File: src/rtl/axis_audio_pkg.sv
// Shared types and helpers for the AXIS audio gain path.
package axis_audio_pkg;

  // Frame sequencing states of the gain stage.
  typedef enum logic [1:0] {
    ST_RECV = 2'd0,
    ST_MULT = 2'd1,
    ST_SEND = 2'd2
  } state_e;

  // Gains are unsigned Q1.F with F equal to the switch width. The helper
  // below works on the widest supported F; callers pass their actual F.
  localparam int GAIN_FRAC_MAX = 16;

  typedef logic [GAIN_FRAC_MAX:0] gain_t;

  // Map switch/mute to a target gain: mute -> 0, all-ones -> exact unity.
  function automatic gain_t target_gain(input logic [GAIN_FRAC_MAX-1:0] sw,
                                        input logic mute,
                                        input int frac);
    gain_t unity;
    gain_t ones;
    gain_t tgt;
    unity = gain_t'(1) << frac;
    ones  = unity - gain_t'(1);
    if (mute) begin
      tgt = '0;
    end else if ({1'b0, sw} == ones) begin
      tgt = unity;
    end else begin
      tgt = {1'b0, sw};
    end
    return tgt;
  endfunction

endpackage

File: src/rtl/axis_multichannel_gain_gain_slew.sv
// Current-gain register that slews toward the switch target one step per update.
module gain_slew
  import axis_audio_pkg::*;
#(
  parameter int GAIN_WIDTH = 4,
  parameter int RAMP_STEP  = 1
) (
  input  logic                  clk,
  input  logic                  resetn,
  input  logic                  update,
  input  logic [GAIN_WIDTH-1:0] sw,
  input  logic                  mute,
  output logic [GAIN_WIDTH:0]   gain_cur
);

  localparam logic [GAIN_WIDTH:0] STEP = (GAIN_WIDTH + 1)'(RAMP_STEP);

  logic [GAIN_WIDTH:0] gain_q, gain_d;
  logic [GAIN_WIDTH:0] tgt;
  logic [GAIN_WIDTH:0] diff;

  // Move toward the target by STEP on update, landing exactly on it when close.
  always_comb begin
    tgt    = (GAIN_WIDTH + 1)'(target_gain(GAIN_FRAC_MAX'(sw), mute, GAIN_WIDTH));
    gain_d = gain_q;
    diff   = '0;
    if (update) begin
      if (gain_q < tgt) begin
        diff   = tgt - gain_q;
        gain_d = (diff <= STEP) ? tgt : gain_q + STEP;
      end else if (gain_q > tgt) begin
        diff   = gain_q - tgt;
        gain_d = (diff <= STEP) ? tgt : gain_q - STEP;
      end
    end
  end

  // Gain register; restarts from silence after reset.
  always_ff @(posedge clk or negedge resetn) begin
    if (!resetn) begin
      gain_q <= '0;
    end else begin
      gain_q <= gain_d;
    end
  end

  assign gain_cur = gain_q;

endmodule

File: src/rtl/axis_multichannel_gain.sv
// AXIS N-channel gain stage: receive a frame, scale each channel through one
// shared multiplier, then send the frame. No overlap between receive and send.
//
// state   | meaning
// RECV    | accepting words into channel slots 0..N-1
// MULT    | scaling channel k in cycle k, in place
// SEND    | presenting channels 0..N-1, last on N-1
module axis_multichannel_gain
  import axis_audio_pkg::*;
#(
  parameter int DATA_WIDTH   = 24,
  parameter int NUM_CHANNELS = 2,
  parameter int GAIN_WIDTH   = 4,
  parameter int RAMP_STEP    = 1
) (
  input  logic                  clk,
  input  logic                  resetn,
  input  logic [GAIN_WIDTH-1:0] sw,
  input  logic                  mute,
  input  logic [DATA_WIDTH-1:0] s_axis_data,
  input  logic                  s_axis_valid,
  output logic                  s_axis_ready,
  input  logic                  s_axis_last,
  output logic [DATA_WIDTH-1:0] m_axis_data,
  output logic                  m_axis_valid,
  input  logic                  m_axis_ready,
  output logic                  m_axis_last,
  output logic [GAIN_WIDTH:0]   gain_cur,
  output logic                  frame_err
);

  localparam int IDX_W  = (NUM_CHANNELS > 1) ? $clog2(NUM_CHANNELS) : 1;
  localparam int PROD_W = DATA_WIDTH + GAIN_WIDTH + 1;
  localparam logic [IDX_W-1:0] LAST_IDX = IDX_W'(NUM_CHANNELS - 1);

  state_e                  state_q, state_d;
  logic [IDX_W-1:0]        idx_q, idx_d;
  logic [IDX_W-1:0]        idx_nxt;
  logic [DATA_WIDTH-1:0]   smp_q [NUM_CHANNELS];
  logic [DATA_WIDTH-1:0]   smp_d [NUM_CHANNELS];
  logic                    s_ready_q, s_ready_d;
  logic                    m_valid_q, m_valid_d;
  logic                    m_last_q, m_last_d;
  logic [DATA_WIDTH-1:0]   m_data_q, m_data_d;
  logic                    err_q, err_d;
  logic                    update;
  logic [GAIN_WIDTH:0]     gain_w;

  logic signed [PROD_W-1:0] mul_a, mul_b, mul_p;
  logic [DATA_WIDTH-1:0]    mul_res;

  gain_slew #(
    .GAIN_WIDTH (GAIN_WIDTH),
    .RAMP_STEP  (RAMP_STEP)
  ) u_gain_slew (
    .clk      (clk),
    .resetn   (resetn),
    .update   (update),
    .sw       (sw),
    .mute     (mute),
    .gain_cur (gain_w)
  );

  // Shared multiplier: sample sign-extended, gain zero-extended, floor shift.
  always_comb begin
    mul_a   = {{(GAIN_WIDTH + 1){smp_q[idx_q][DATA_WIDTH-1]}}, smp_q[idx_q]};
    mul_b   = {{DATA_WIDTH{1'b0}}, gain_w};
    mul_p   = mul_a * mul_b;
    mul_res = DATA_WIDTH'(mul_p >>> GAIN_WIDTH);
  end

  // Next-state and datapath decisions for the frame sequencer.
  always_comb begin
    state_d   = state_q;
    idx_d     = idx_q;
    smp_d     = smp_q;
    s_ready_d = s_ready_q;
    m_valid_d = m_valid_q;
    m_last_d  = m_last_q;
    m_data_d  = m_data_q;
    err_d     = 1'b0;
    update    = 1'b0;
    idx_nxt   = idx_q + IDX_W'(1);
    case (state_q)
      ST_RECV: begin
        if (s_axis_valid && s_ready_q) begin
          smp_d[idx_q] = s_axis_data;
          if (s_axis_last || (idx_q == LAST_IDX)) begin
            // Early last and missing last both close the frame but are flagged.
            err_d = s_axis_last ^ (idx_q == LAST_IDX);
            for (int k = 0; k < NUM_CHANNELS; k++) begin
              if (k > int'(idx_q)) smp_d[k] = '0;
            end
            idx_d     = '0;
            state_d   = ST_MULT;
            s_ready_d = 1'b0;
            update    = 1'b1;
          end else begin
            idx_d = idx_nxt;
          end
        end
      end
      ST_MULT: begin
        smp_d[idx_q] = mul_res;
        if (idx_q == LAST_IDX) begin
          idx_d     = '0;
          state_d   = ST_SEND;
          m_valid_d = 1'b1;
          m_last_d  = (NUM_CHANNELS == 1);
          // Channel 0 is already scaled unless it is the one finishing now.
          m_data_d  = (NUM_CHANNELS == 1) ? mul_res : smp_q[0];
        end else begin
          idx_d = idx_nxt;
        end
      end
      ST_SEND: begin
        if (m_axis_ready) begin
          if (m_last_q) begin
            idx_d     = '0;
            state_d   = ST_RECV;
            m_valid_d = 1'b0;
            m_last_d  = 1'b0;
            s_ready_d = 1'b1;
          end else begin
            idx_d    = idx_nxt;
            m_data_d = smp_q[idx_nxt];
            m_last_d = (idx_nxt == LAST_IDX);
          end
        end
      end
      default: begin
        state_d = ST_RECV;
      end
    endcase
  end

  // Sequencer registers; reset discards any partial frame.
  always_ff @(posedge clk or negedge resetn) begin
    if (!resetn) begin
      state_q   <= ST_RECV;
      idx_q     <= '0;
      for (int k = 0; k < NUM_CHANNELS; k++) smp_q[k] <= '0;
      s_ready_q <= 1'b1;
      m_valid_q <= 1'b0;
      m_last_q  <= 1'b0;
      m_data_q  <= '0;
      err_q     <= 1'b0;
    end else begin
      state_q   <= state_d;
      idx_q     <= idx_d;
      smp_q     <= smp_d;
      s_ready_q <= s_ready_d;
      m_valid_q <= m_valid_d;
      m_last_q  <= m_last_d;
      m_data_q  <= m_data_d;
      err_q     <= err_d;
    end
  end

  assign s_axis_ready = s_ready_q;
  assign m_axis_valid = m_valid_q;
  assign m_axis_last  = m_last_q;
  assign m_axis_data  = m_data_q;
  assign frame_err    = err_q;
  assign gain_cur     = gain_w;

endmodule

File: config.mk
export PLATFORM = sky130hd
export DESIGN_NAME = axis_multichannel_gain
export DESIGN_NICKNAME = d
export VERILOG_FILES = /design/src/rtl/axis_audio_pkg.sv /design/src/rtl/axis_multichannel_gain_gain_slew.sv /design/src/rtl/axis_multichannel_gain.sv
export SDC_FILE = /design/constraint.sdc
export NUM_CORES = 1
export LEC_CHECK = 0
export CAP_MARGIN = 30
export CORE_UTILIZATION = 70
export CTS_BUF_LIST = sky130_fd_sc_hd__clkbuf_8
export DETAILED_ROUTE_END_ITERATION = 10
export DONT_BUFFER_PORTS = 1
export PLACE_DENSITY_LB_ADDON = 0.15
export REMOVE_ABC_BUFFERS = 1
export SLEW_MARGIN = 0
export SYNTH_ARGS = -nofsm -noshare
export SYNTH_HDL_FRONTEND = slang
export SYNTH_SLANG_ARGS = --single-unit
File: constraint.sdc
create_clock -name clk -period 12.5 [get_ports clk]
set_clock_uncertainty 0.2 [all_clocks]
set_input_delay 1.875 -clock clk [delete_from_list [all_inputs] [get_ports clk]]
set_output_delay 1.875 -clock clk [all_outputs]
set_load 0.005 [all_outputs]
Word-level counts from Yosys, hierarchy flattened
Cells that the tools add are included.
- add/subtract/negate cells: 5
- $mul: 1
- divide/modulo/power cells: 0
- order comparisons: 8
- equality and inequality tests: 9
- shift-type cells: 0
- muxes and demuxes: 53
- bitwise gates (word level): 3
- reductions and logical operators: 17
- operator list (operator ; number):
    24-bit 2-to-1 mux ; 12
    48-bit bitwise mux ; 2
    48-bit one-hot mux with 2 select lines ; 1
    48-bit 2-to-1 mux ; 1
    24-bit one-hot mux with 2 select lines ; 1
    5-bit 2-to-1 mux ; 6
    24-bit by 6-bit multiplier with 28-bit output ; 1
    24-bit demux with 1-bit select ; 1
    1-bit 2-to-1 mux ; 19
    2-bit != test, second input constant ; 6
    5-bit by 1-bit less-or-equal comparator with 1-bit output, second input constant ; 2
    2-bit 2-to-1 mux ; 5
    5-bit AND reduction ; 2
    5-bit subtractor ; 2
    4-bit AND reduction ; 2
    2-bit nonzero test ; 4
    1-bit one-hot mux with 2 select lines ; 3
    2-bit one-hot mux with 3 select lines ; 1
    3-bit AND reduction ; 2
    5-bit by 1-bit adder with 5-bit output, second input constant ; 1
    5-bit > comparator ; 1
    5-bit < comparator ; 1
    5-bit by 1-bit subtractor with 5-bit output, second input constant ; 1
    4-bit == test, second input constant ; 1
    other kinds (14) ; 18
- bits in registers: 84
- bits in latches: 0
- bits in writable memories: 0
- bits in read-only memories: 0
- input port bits: 34
- memories kept: 0

Longest topological paths before layout
Gate-level depths: netlist of the first run.
- word-level depth: 10
- depth in mapped cells: 21
- depth with buffers taken out: 18

Modules after synthesis
Synthesis of the first run repeated with hierarchy kept, for this count alone.
- cell total of the unflattened synthesis: 1006
- area total of the unflattened synthesis: 8992.4 um^2
- modules (own cells, without submodules) (module ; instances ; cells each ; area each (um^2)):
    axis_multichannel_gain ; 1 ; 895 ; 8040.2
    gain_slew ; 1 ; 111 ; 952.2

Worst setup path after synthesis of the first run
OpenSTA, ideal clock, no wires.
- kind: flip-flop to flip-flop
- start point: register idx_q
- end point: register smp_q[45] (netlist bit)
- library setup time: 0.125 ns
- arrival time: 4.979 ns
- data required time: 12.175 ns
- setup slack: 7.196 ns
- stages on the path, launching flop included: 21
- path buffers: 3
- clock period less this slack: 5.304 ns
- cell sequence: dfrtp_1 -> buf_6 -> clkbuf_1 -> buf_1 -> mux2i_1 -> nor2_1 -> fa_1 -> fa_1 -> inv_1 -> fa_1 -> inv_1 -> ha_1 -> a21o_1 -> a21o_1 -> a21oi_1 -> nor2_1 -> a211oi_1 -> nand2_1 -> xnor2_1 -> o2bb2ai_1 -> mux2_2
- word-level cells in the longest chain between the ends: 8
- ends and longest elaborated chain (what ; RTL line ; text):
    start: declaration ; axis_multichannel_gain.sv:37 ; logic [IDX_W-1:0] idx_q, idx_d;
    start signal: assignment ; axis_multichannel_gain.sv:150 ; idx_q <= idx_d;
    1-bit NOT with 2-bit output (not written as such) * ; axis_multichannel_gain.sv:66, axis_multichannel_gain.sv:87, axis_multichannel_gain.sv:104 ;
    branches (longest 6 deep; another with 24-bit by 6-bit multiplier with 28-bit output) ; n/a ;
    48-bit one-hot mux with 2 select lines * ; axis_multichannel_gain.sv:84 ; case (state_q)
    end signal: assignment ; axis_multichannel_gain.sv:151 ; smp_q <= smp_d;
    end: declaration ; axis_multichannel_gain.sv:39 ; logic [DATA_WIDTH-1:0] smp_q [NUM_CHANNELS];
Mark *: on every way between the ends. The select of a mux whose other input is x is not followed.
A chain may end at the register's enable or synchronous reset.

Worst setup path in the final report of the first run
- start point: register idx_q
- end point: register smp_q[16] (netlist bit)
- word-level cells in the longest chain between the ends: 10
- ends and longest elaborated chain (what ; RTL line):
    branches (longest 9 deep; another with 24-bit by 6-bit multiplier with 28-bit output) ; n/a
    48-bit one-hot mux with 2 select lines * ; axis_multichannel_gain.sv:84
Marked as above.

==> summary.txt, run 1 <==
Finish
  – Fillers: 885
  – Layout cells sized above 1: 4.50%
  – Synth-to-Final Area Change: 4.15%
  – # diodes: 0
  – Nets: between 1000 and 1500
  – Design Area, Final: between 8000 and 9000 um^2
  – Commonest non-fill, non-tap cells in the layout: 150 x nor2_1, 131 x inv_1, 82 x a21oi_1, 82 x dfrtp_1, 72 x fa_1
  – Commonest non-fill, non-tap cell in the layout: nor2_1
  – Final core utilization: between 70% and 80%

Timing
  – TNS Setup: 0 ns
  – Fin Hold WS: between 0.3 and 0.4 ns
  – Fmax: between 0.15 and 0.2 GHz
  – Slew Limit Headroom: between 30% and 40%
  – Slew @ Worst Pin: a little over 1 ns
  – Fin crit period: ~5.9 ns
  – Period utilisation layout: between 40 and 50%
  – Final hold vios: 0
  – Setup violations, final: 0
  – RSZ-0062 raised after global routing: no
  – Slew Limit Fails: 0

Global route
  – First-pass GRT wire length: about 33000 um
  – Largest net degree at the start of global routing: 85
  – Total GRT Usage: around 33%
  – Gr ovfl total: 0
  – Initial antenna violation count: 0
  – Number of global-route vias before repair: 6828

Power
  – Leakage Power: 4.44 nW
  – Sw Pwr: approximately 0.11 mW
  – Logic pwr share: 3.8%
  – Sequential power share: between 50% and 60%
  – Max rail drop VDD: around 43 uV
  – Switching portion of total power: ~22%
  – Tot Pwr: between 0.5 and 0.6 mW
  – Clk pwr share: a little over two fifths
  – P_int: roughly 0.4 mW
  – Power Density: roughly 57 nW/um^2

Floorplan
  – Die Y: between 100 and 150 um
  – Die Footprint: roughly 13000 um^2
  – Top Ports: 67
  – Row count: 40
  – Starting Density: a little under three quarters
  – Core ar.: ~12000 um^2
  – Die X-Extent: around 110 um

Worst setup path
  – CP startpoint kind: flop
  – Critical path class: reg2reg
  – Worst-path maximum fanout: 32
  – Critical path required time: around 13 ns
  – Worst Setup End Kind: flop
  – Crit path DAT: 5.89 ns

Clock network
  – Clock buffer depth: 2
  – CTS Buf Count: 9
  – CTS H-tree depth: 3
  – CTS tree: yes
  – Hold buffer count at CTS: 0
  – Clock transition at path regs: approximately 0.08 ns
  – Cts repair resizes: 0
  – Buffer count from post-CTS setup fixing: 0
  – Root Driver: clkbuf_8
  – Worst skew pair latency: between 0.3 and 0.4 ns
  – Clock sink count: 84

Synth
  – Synth warn: 0
  – Cells after Synth: between 1000 and 1500
  – Syn avg cell area: around 8.5 um^2
  – Sequential area share after synthesis: around a quarter
  – FF+latch count, synth: between 80 and 90
  – Number of synthesized flops with an enable pin: 0
  – Cell Area, Synth: ~8600 um^2
  – Post-synth ARST share: 100%
  – Cell variety after synth: 59
  – Synth Flop Type: dfrtp_1

Route
  – Initial drt markers: 395
  – WL per Instance: ~17 um
  – Via count: about 6900
  – Vias per std cell: 6.04
  – First-pass DRT Iterations: 5
  – Routed WL: 19700 um
  – DRT antenna net count: 0
  – # DRC: 0

Placed design
  – Dpl hpwl: approximately 14000 um
  – I/O Buffers: 0
  – Placed Instance Area: approximately 9000 um^2
  – Global placement routability congestion: just under 0.9

Outcome
  – Status: finished clean

Flow run
  – Max-Cap Viols: 0

Hold path
  – Worst hold path type: reg2reg
[power by group through the flow]
stage	Sequential (mW)	Clock, mW	Combinational, mW
after floorplan	0.277	0	0.0160
after global placement	0.277	0	0.0187
after detailed placement	0.277	0	0.0192
after CTS	0.272	0.227	0.0193
after global routing	0.272	0.236	0.0226
final	0.271	0.225	0.0195
[logic make-up (layout without fill, tap and decap cells)]
group | count (synthesis) | count (layout) | share of synthesized area, %
muxes | 57 | 57 | 6.98
DFF | 84 | 84 | 24.4
xor gates and xnor gates | 34 | 34 | 3.45
and+or+nand+nor | 317 | 317 | 16.8
buffers and inverters | 175 | 159 | 7.71
adders and majority gates | 137 | 137 | 26.2
AOI/OAI and AO/OA | 213 | 213 | 14.5
[registers in the layout, summed over array words and instances (netlist names)]
signal	count
smp_q	48
m_axis_data	24
m_axis_valid	1
m_axis_last	1
state_q	2
s_axis_ready	1
u_gain_slew.gain_cur	5
frame_err	1
idx_q	1
[synthesized netlist by cell type, drive strengths merged (3+ instances only)]
master / n / share of area, %
a211oi: 8 / 0.70
a21boi: 6 / 0.52
a21o: 15 / 1.3
a21oi: 82 / 4.8
a22oi: 3 / 0.26
a31oi: 9 / 0.65
and3: 7 / 0.51
buf: 7 / 0.39
clkbuf: 35 / 1.5
dfrtp: 83 / 24
fa: 72 / 17
ha: 65 / 9.4
inv: 131 / 5.7
mux2: 5 / 0.65
mux2i: 52 / 6.3
nand2: 69 / 3.0
nand2b: 12 / 0.87
nand3: 10 / 0.58
nand4: 4 / 0.29
nor2: 150 / 6.5
nor2b: 40 / 2.9
nor3: 9 / 0.52
nor3b: 3 / 0.26
nor4: 3 / 0.46
o211ai: 4 / 0.35
o21a: 4 / 0.35
o21ai: 64 / 3.8
or2: 4 / 0.29
xnor2: 23 / 2.3
xor2: 11 / 1.1
[final timing paths]
kind	start	depth (start not counted)	slack, ns	endpoint
setup / recovery	idx_q	18	6.65	smp_q[16]
max in group asynchronous	resetn	0	10.88	s_axis_ready
hold reg to reg	smp_q[5]	2	0.31	smp_q[5]
min in group asynchronous	resetn	0	0.97	m_axis_data[3]
hold / removal	smp_q[5]	2	0.31	smp_q[5]
setup reg to reg	idx_q	18	6.65	smp_q[16]
[through the flow]
stage | instances | worst slack (ns)
floorplan | 975 | 6.75
global placement | 1131 | 6.80
detailed placement | 1132 | 6.72
CTS | 1148 | 6.66
global route | 1148 | 6.26
finish | 1148 | 6.65
[metal layers]
metal	part of all wire [%]	GRT usage, %	wire, um	up-vias
met3	7.6	6.91	1500	41
met5	0	0	0	-
li1	-	-	-	3304
met1	44	45.9	8670	3345
met2	46	53.3	9120	241
met4	2.3	11.8	451	0
[layout make-up]
class                   count  area [um^2]  share of cell area (%)
clock buffers              11          151                    1.69
clock inverters             5         76.3                   0.850
well taps                 147          184                    2.05
multi-input cells         758         5870                    65.4
flip-flops and latches     84         2100                    23.4
repair buffers             10         95.1                    1.06
inverters                 133          499                    5.56
[critical path, cell delays in order (launching register included)]
cell and delay (ns):
dfrtp_2 0.62, buf_4 0.52, mux2i_1 0.42, nor2_1 0.12, fa_1 0.53, fa_1 0.49
inv_1 0.05, fa_1 0.54, inv_1 0.04, ha_1 0.36, a21o_1 0.21, a31oi_1 0.25
nand3_1 0.15, o2111ai_2 0.28, a21boi_1 0.14, o21a_1 0.19, or3_1 0.34, a31oi_1 0.18
o21ai_1 0.07
Power figures use the tool's default switching activity.
==> run 2, diff against run 1 <==
--- a/config.mk
+++ b/config.mk
@@ -5,8 +5,9 @@
 export SDC_FILE = /design/constraint.sdc
 export NUM_CORES = 1
 export LEC_CHECK = 0
+export ABC_AREA = 1
 export CAP_MARGIN = 30
-export CORE_UTILIZATION = 70
+export CORE_UTILIZATION = 68
 export CTS_BUF_LIST = sky130_fd_sc_hd__clkbuf_8
 export DETAILED_ROUTE_END_ITERATION = 10
 export DONT_BUFFER_PORTS = 1
==> constraint.sdc (replaced) <==
create_clock -name clk -period 5.6 [get_ports clk]
set_clock_uncertainty 0.2 [all_clocks]
set_input_delay 0.84 -clock clk [delete_from_list [all_inputs] [get_ports clk]]
set_output_delay 0.84 -clock clk [all_outputs]
set_load 0.005 [all_outputs]
==> run 2 against run 1 <==
  * Clock-buffer cell count decreased by 2
  * Clock power rose by 110%
  * Die area is 13% higher
  * Worst hold slack got worse by 0.22 ns
  * Largest power group unchanged
==> summary.txt, run 2 <==
Outcome
  – Status: finished clean (unchanged)

Timing
  – Final hold vios: 0 (unchanged)
  – Fmax: 0.188 GHz (was 0.171 GHz)
  – Setup violations, final: 0 (unchanged)
  – Period utilisation layout: 94.9% (was 46.8%)
  – Slew Limit Headroom: 33.4% (was 31.0%)
  – TNS Setup: 0 ns (unchanged)
  – Slew @ Worst Pin: 0.989 ns (was 1.03 ns)
  – Fin Hold WS: 0.0862 ns (was 0.311 ns)
  – RSZ-0062 raised after global routing: no (unchanged)
  – Fin crit period: 5.31 ns (was 5.85 ns)
  – Slew Limit Fails: 0 (unchanged)

Worst setup path
  – Critical path class: reg2reg (unchanged)
  – Critical path required time: 5.67 ns (was 12.53 ns)
  – CP startpoint kind: flop (unchanged)
  – CP dominant cell by count: nand2_1 (was fa_1)
  – Slowest stage cell on the critical path: o21ai_0 (was dfrtp_2)
  – Worst Setup End Kind: flop (unchanged)
  – Slowest stage delay, CP: 0.67 ns (was 0.62 ns)
  – Crit path DAT: 5.39 ns (was 5.89 ns)
  – Cell Chain, Critical Path: buf_12 -> o21ai_0 -> nor2_1 -> fa_1 -> fa_1 -> inv_1 -> fa_1 -> inv_1 -> ha_1 -> a21oi_1 -> o21ai_2 -> nand2_1 -> nand2_1 -> nand2_1 -> nand2_1 -> or2_2 -> nand3_1 -> a21boi_1 (was buf_4 -> mux2i_1 -> nor2_1 -> fa_1 -> fa_1 -> inv_1 -> fa_1 -> inv_1 -> ha_1 -> a21o_1 -> a31oi_1 -> nand3_1 -> o2111ai_2 -> a21boi_1 -> o21a_1 -> or3_1 -> a31oi_1 -> o21ai_1)
  – Worst-path maximum fanout: 26 (was 32)

Route
  – Vias per std cell: 5.88 (was 6.04)
  – WL per Instance: 17.5 um (was 17.2 um)
  – First-pass DRT Iterations: 6 (was 5)
  – Routed WL: 26300 um (was 19700 um)
  – # DRC: 0 (unchanged)
  – Initial drt markers: 913 (was 395)
  – Via count: 8834 (was 6931)
  – DRT antenna net count: 0 (unchanged)

Placed design
  – Global placement routability congestion: 1.06 (was 0.894)
  – Dpl hpwl: 20300 um (was 14400 um)
  – Placed Instance Area: 9710 um^2 (was 8750 um^2)
  – Post-placement cell count: 1485 (was 1132)
  – I/O Buffers: 0 (unchanged)

Global route
  – First-pass GRT wire length: 43200 um (was 33300 um)
  – Met2 GRT Util: 65.1% (was 53.3%)
  – Initial antenna violation count: 1 (was 0)
  – Met3 usage: 6.51% (was 6.91%)
  – GRT met1 Usage: 49.1% (was 45.9%)
  – Total GRT Usage: 38.8% (was 33.5%)
  – Gr ovfl total: 0 (unchanged)
  – Busiest grt layer: met2 (unchanged)
  – Number of global-route vias before repair: 8848 (was 6828)
  – Largest net degree at the start of global routing: 84 (was 85)

Finish
  – Largest register FFs: 48 (unchanged)
  – Nets: 1492 (was 1167)
  – Fillers: 1127 (was 885)
  – Layout cells sized above 1: 7.01% (was 4.50%)
  – Commonest non-fill, non-tap cell in the layout: nand2_1 (was nor2_1)
  – Post-Layout Cell Count: 1503 (was 1148)
  – Commonest non-fill, non-tap cells in the layout: 253 x nand2_1, 233 x inv_1, 180 x nor2_1, 82 x dfrtp_1, 73 x nand3_1 (was 150 x nor2_1, 131 x inv_1, 82 x a21oi_1, 82 x dfrtp_1, 72 x fa_1)
  – Top reg by flops: smp_q (unchanged)
  – Synth-to-Final Area Change: 4.69% (was 4.15%)
  – Design Area, Final: 9940 um^2 (was 8980 um^2)

Clock network
  – Clock transition at path regs: 0.10 ns (was 0.08 ns)
  – Root Driver: clkbuf_8 (unchanged)
  – Buffer count from post-CTS setup fixing: 0 (unchanged)
  – Clock buffer depth: 2 (unchanged)
  – CTS H-tree depth: 3 (unchanged)
  – Clock sink count: 84 (unchanged)
  – CTS Buf Count: 9 (unchanged)
  – Worst skew pair latency: 0.40 ns (was 0.39 ns)
  – CTS tree: yes (unchanged)

Flow run
  – Max-Cap Viols: 0 (unchanged)

Synth
  – Synth Flop Type: dfrtp_1 (unchanged)
  – Cell variety after synth: 51 (was 59)
  – Cells after Synth: 1328 (was 1017)
  – Synth warn: 0 (unchanged)
  – Synth top area cells: dfrtp_1 22%, fa_1 15%, nand2_1 10% (was dfrtp_1 24%, fa_1 17%, ha_1 9.4%)
  – Post-synth ARST share: 100% (unchanged)
  – Number of synthesized flops with an enable pin: 0 (unchanged)
  – Sequential area share after synthesis: 22.2% (was 24.4%)
  – Commonest cells in the netlist: 253 x nand2_1, 232 x inv_1, 180 x nor2_1 (was 150 x nor2_1, 130 x inv_1, 83 x dfrtp_1)
  – FF+latch count, synth: 84 (unchanged)
  – Dominant cell type by area after synthesis: dfrtp_1 (unchanged)
  – Top-area cell type share of the netlist area: 21.9% (was 24.1%)
  – Cell Area, Synth: 9490 um^2 (was 8620 um^2)
  – Most frequent cell after synthesis: nand2_1 (was nor2_1)
  – Syn avg cell area: 7.15 um^2 (was 8.48 um^2)

Floorplan
  – Core ar.: 13500 um^2 (was 12000 um^2)
  – Row count: 42 (was 40)
  – Top Ports: 67 (unchanged)
  – Die Y: 120 um (was 113 um)
  – Starting Density: 70.6% (was 71.8%)
  – Die X-Extent: 120 um (was 113 um)
  – Die Footprint: 14400 um^2 (was 12800 um^2)

Power
  – Leakage Power: 5.17 nW (was 4.44 nW)
  – Max rail drop VDD: 130 uV (was 43.0 uV)
  – Power Density: 114 nW/um^2 (was 57.4 nW/um^2)
  – Tot Pwr: 1.13 mW (was 0.516 mW)

Hold path
  – Worst hold path type: in2async (was reg2reg)
==> run 2: final timing paths <==
check / startpoint / endpoint / slack [ns] / cells past startpoint
min reg2reg: s_axis_ready / s_axis_ready / 0.32 / 2
min: resetn / s_axis_ready / 0.09 / 0
min in group clk: s_axis_ready / s_axis_ready / 0.32 / 2
max reg2reg: idx_q / smp_q[13] / 0.29 / 18
max in group asynchronous: resetn / idx_q / 4.67 / 1
max: idx_q / smp_q[13] / 0.29 / 18
==> run 2: where the power goes <==
group          switching [mW]  internal, mW  leakage, nW  total (mW)
registers                   0         0.606        0.902       0.606
clock network           0.260         0.209       0.0981       0.470
logic                  0.0420        0.0163         4.17      0.0584
==> run 2: critical path, delay by kind of cell, from the launching register on <==
family,cells,cell delay [ns]
AOI/OAI and AO/OA,4,1.22
DFF,1,0.58
and+or+nand+nor,7,0.97
buffers and inverters,3,0.33
adders and majority gates,4,1.88
==> run 2: layout make-up <==
cell class | count | area (um^2) | area share (%)
Antenna cell | 1 | 2.50 | 0.0252
Clock buffer | 9 | 124 | 1.25
Clock inverter | 7 | 75.1 | 0.755
Inverter | 246 | 923 | 9.29
Multi-Input combinational cell | 954 | 6260 | 63.0
Sequential cell | 84 | 2100 | 21.2
Tap cell | 176 | 220 | 2.22
Timing Repair Buffer | 26 | 228 | 2.29
==> run 2: cell families after synthesis <==
| logic type | after synthesis | share of synthesized area (%) |
|---|---|---|
| and+or+nand+nor | 567 | 25.6 |
| buffers and inverters | 290 | 11.9 |
| AOI/OAI and AO/OA | 231 | 14.8 |
| adders and majority gates | 137 | 23.8 |
| DFF | 84 | 22.2 |
| xor gates and xnor gates | 19 | 1.75 |
==> run 2: stage by stage <==
step | util [%] | worst slack, ns
2_1_floorplan | - | 0.473
3_3_place_gp | 72.2 | 0.421
3_5_place_dp | 72.2 | 0.364
4_1_cts | 73.8 | 0.324
5_1_grt | 73.8 | 0.0985
6_report | 73.9 | 0.285
==> run 2: repair_timing <==
action / 4_1_cts / 5_1_grt
hold buffers: 1 / 0
hold endpoints to repair: 83 / 0
resized for setup: 0 / 2
setup endpoints to repair: 0 / 1
==> run 2: routing by layer <==
metal,part of all wire (%),vias to the layer above
li1,-,4197
met1,40,4202
met2,48,363
met3,7.4,72
met4,4.0,0
met5,0,-
==> run 3, diff against run 2 <==
--- a/config.mk
+++ b/config.mk
@@ -7,11 +7,10 @@
 export LEC_CHECK = 0
 export ABC_AREA = 1
 export CAP_MARGIN = 30
-export CORE_UTILIZATION = 68
+export CORE_UTILIZATION = 34
 export CTS_BUF_LIST = sky130_fd_sc_hd__clkbuf_8
 export DETAILED_ROUTE_END_ITERATION = 10
 export DONT_BUFFER_PORTS = 1
-export PLACE_DENSITY_LB_ADDON = 0.15
 export REMOVE_ABC_BUFFERS = 1
 export SLEW_MARGIN = 0
 export SYNTH_ARGS = -nofsm -noshare
==> run 3 against run 2 <==
  * Combinational power increased by 1%
  * Worst setup slack lost 0.012 ns
  * Critical path depth is 1 lower
  * Highest routed layer unchanged
  * Sequential share of layout area shrank 0.52 points
==> summary.txt, run 3 (synthesized netlist as in run 2, its figures left out) <==
Finish
  – Commonest non-fill, non-tap cell in the layout: nand2_1 (unchanged)
  – Top reg by flops: smp_q (unchanged)
  – # diodes: 0 (was 1)
  – Commonest non-fill, non-tap cells in the layout: 253 x nand2_1, 232 x inv_1, 180 x nor2_1, 82 x dfrtp_1, 73 x nand3_1 (was 253 x nand2_1, 233 x inv_1, 180 x nor2_1, 82 x dfrtp_1, 73 x nand3_1)
  – Post-Layout Cell Count: 1701 (was 1503)
  – Final core utilization: 37.5% (was 73.9%)
  – Nets: 1495 (was 1492)
  – Layout cells sized above 1: 7.30% (was 7.01%)
  – Design Area, Final: 10200 um^2 (was 9940 um^2)
  – Largest register FFs: 48 (unchanged)
  – Synth-to-Final Area Change: 7.47% (was 4.69%)

Timing
  – Setup violations, final: 0 (unchanged)
  – Final hold vios: 0 (unchanged)
  – Slew @ Worst Pin: 0.948 ns (was 0.989 ns)
  – Fmax: 0.188 GHz (about the same)
  – Slew Limit Fails: 0 (unchanged)
  – Period utilisation layout: 95.1% (was 94.9%)
  – TNS Setup: 0 ns (unchanged)
  – RSZ-0062 raised after global routing: no (unchanged)
  – Smallest setup slack after layout: 0.273 ns (was 0.285 ns)
  – Fin crit period: 5.33 ns (was 5.31 ns)
  – Slew Limit Headroom: 36.8% (was 33.4%)
  – Fin Hold WS: 0.0757 ns (was 0.0862 ns)

Hold path
  – Worst hold path type: in2async (unchanged)

Power
  – Logic pwr share: 5.1% (about the same)
  – Leakage Power: 5.19 nW (was 5.17 nW)
  – Switching portion of total power: 26.4% (was 26.7%)
  – Sequential power share: 52.8% (was 53.4%)
  – Clk pwr share: 42.1% (was 41.4%)
  – Max rail drop VDD: 93.7 uV (was 130 uV)
  – Tot Pwr: 1.15 mW (was 1.13 mW)
  – P_int: 0.845 mW (was 0.832 mW)
  – Sw Pwr: 0.304 mW (was 0.302 mW)
  – Power Density: 113 nW/um^2 (was 114 nW/um^2)

Clock network
  – Clock buffer depth: 2 (unchanged)
  – Clock sink count: 84 (unchanged)
  – CTS H-tree depth: 3 (unchanged)
  – Clock transition at path regs: 0.10 ns (about the same)
  – CTS tree: yes (unchanged)
  – Buffer count from post-CTS setup fixing: 0 (unchanged)
  – CTS Buf Count: 9 (unchanged)
  – Worst skew pair latency: 0.39 ns (was 0.40 ns)
  – Root Driver: clkbuf_8 (unchanged)

Placed design
  – DP Worst Slack: 0.192 ns (was 0.364 ns)
  – Global placement routability congestion: 0.930 (was 1.06)
  – Post-placement cell count: 1684 (was 1485)
  – Placed Instance Area: 9960 um^2 (was 9710 um^2)
  – Dpl hpwl: 21700 um (was 20300 um)
  – I/O Buffers: 0 (unchanged)

Worst setup path
  – Slowest stage delay, CP: 0.74 ns (was 0.67 ns)
  – Reg2reg end: smp_q[9] (was smp_q[13])
  – Reg2Reg Setup Slack: 0.27 ns (was 0.29 ns)
  – Critical path class: reg2reg (unchanged)
  – Worst Setup End Kind: flop (unchanged)
  – Reg2reg path depth: 17 (was 18)
  – Buf/Inv on CP: 3 (unchanged)
  – Crit path DAT: 5.43 ns (was 5.39 ns)
  – CP startpoint kind: flop (unchanged)
  – Critical path required time: 5.71 ns (was 5.67 ns)
  – CP dominant cell by count: nand2_1 (unchanged)
  – Worst-path maximum fanout: 50 (was 26)
  – Critical path's top delay family: adder cells (unchanged)
  – Cell Chain, Critical Path: o21ai_0 -> nor2_1 -> fa_1 -> fa_1 -> inv_1 -> fa_1 -> inv_1 -> ha_1 -> inv_1 -> o21ai_2 -> nand2_1 -> nand2_1 -> nand2_1 -> nand2_1 -> xor2_1 -> nand2_1 -> a22oi_1 (was buf_12 -> o21ai_0 -> nor2_1 -> fa_1 -> fa_1 -> inv_1 -> fa_1 -> inv_1 -> ha_1 -> a21oi_1 -> o21ai_2 -> nand2_1 -> nand2_1 -> nand2_1 -> nand2_1 -> or2_2 -> nand3_1 -> a21boi_1)
  – Slowest stage cell on the critical path: o21ai_0 (unchanged)
  – FF-to-FF Start: idx_q (unchanged)

Floorplan
  – Die Footprint: 28600 um^2 (was 14400 um^2)
  – Starting Density: 34.9% (was 70.6%)
  – Row count: 60 (was 42)
  – Top Ports: 67 (unchanged)
  – Core ar.: 27200 um^2 (was 13500 um^2)
  – Die Y: 169 um (was 120 um)
  – Die X-Extent: 169 um (was 120 um)

Flow run
  – Max-Cap Viols: 0 (unchanged)

Global route
  – Number of global-route vias before repair: 8563 (was 8848)
  – Largest net degree at the start of global routing: 84 (unchanged)
  – Gr ovfl total: 0 (unchanged)
  – Total GRT Usage: 20.2% (was 38.8%)
  – Initial antenna violation count: 0 (was 1)
  – First-pass GRT wire length: 45500 um (was 43200 um)

Route
  – # DRC: 0 (unchanged)
  – Routed WL: 27700 um (was 26300 um)
  – DRT antenna net count: 0 (unchanged)
  – Via count: 8595 (was 8834)
  – WL per Instance: 16.3 um (was 17.5 um)
  – First-pass DRT Iterations: 5 (was 6)
  – Initial drt markers: 605 (was 913)
  – Vias per std cell: 5.05 (was 5.88)

Outcome
  – Status: finished clean (unchanged)
-- run 3: repair_timing --
| action | CTS | global route |
|---|---|---|
| endpoints found under the setup margin | 0 | 25 |
| hold endpoints to repair | 83 | 0 |
| resized for setup | 0 | 6 |
| hold buffers | 1 | 0 |
-- run 3: power by group through the flow --
stage	sequential (mW)	clock (mW)	combinational [mW]
after floorplan	0.618	0	0.0339
after global placement	0.618	0	0.0430
after detailed placement	0.618	0	0.0436
after CTS	0.606	0.496	0.0593
after global routing	0.606	0.519	0.0664
final	0.606	0.484	0.0591
-- run 3: worst max path at each step --
stage               cells past startpoint        end  startpoint
floorplan                              17  smp_q[37]       idx_q
global placement                       16  smp_q[42]       idx_q
detailed placement                     16  smp_q[42]       idx_q
CTS                                    16  smp_q[42]       idx_q
global route                           17  smp_q[33]       idx_q
finish                                 17   smp_q[9]       idx_q
-- run 3: final cells by class --
class / count / area (um^2)
clock buffers: 10 / 138
flip-flops and latches: 84 / 2110
inverters: 246 / 923
clock inverters: 6 / 70.1
multi-input cells: 954 / 6260
well taps: 372 / 465
fillers: 2919 / 17000
repair buffers: 29 / 238
-- run 3: layer usage --
metal,global-route usage [%],share of wire [%]
met1,26.9,46
met2,34.3,48
met3,3.04,4.3
met4,4.90,1.5
met5,0,0
-- run 3: worst reg2reg max path, stage by stage, from the launching register on --
cell     delay [ns]
dfrtp_4        0.70
o21ai_0        0.75
nor2_1         0.15
fa_1           0.54
fa_1           0.52
inv_1          0.06
fa_1           0.53
inv_1          0.04
ha_1           0.33
inv_1          0.10
o21ai_2        0.34
nand2_1        0.09
nand2_1        0.21
nand2_1        0.08
nand2_1        0.07
xor2_1         0.28
nand2_1        0.10
a22oi_1        0.14
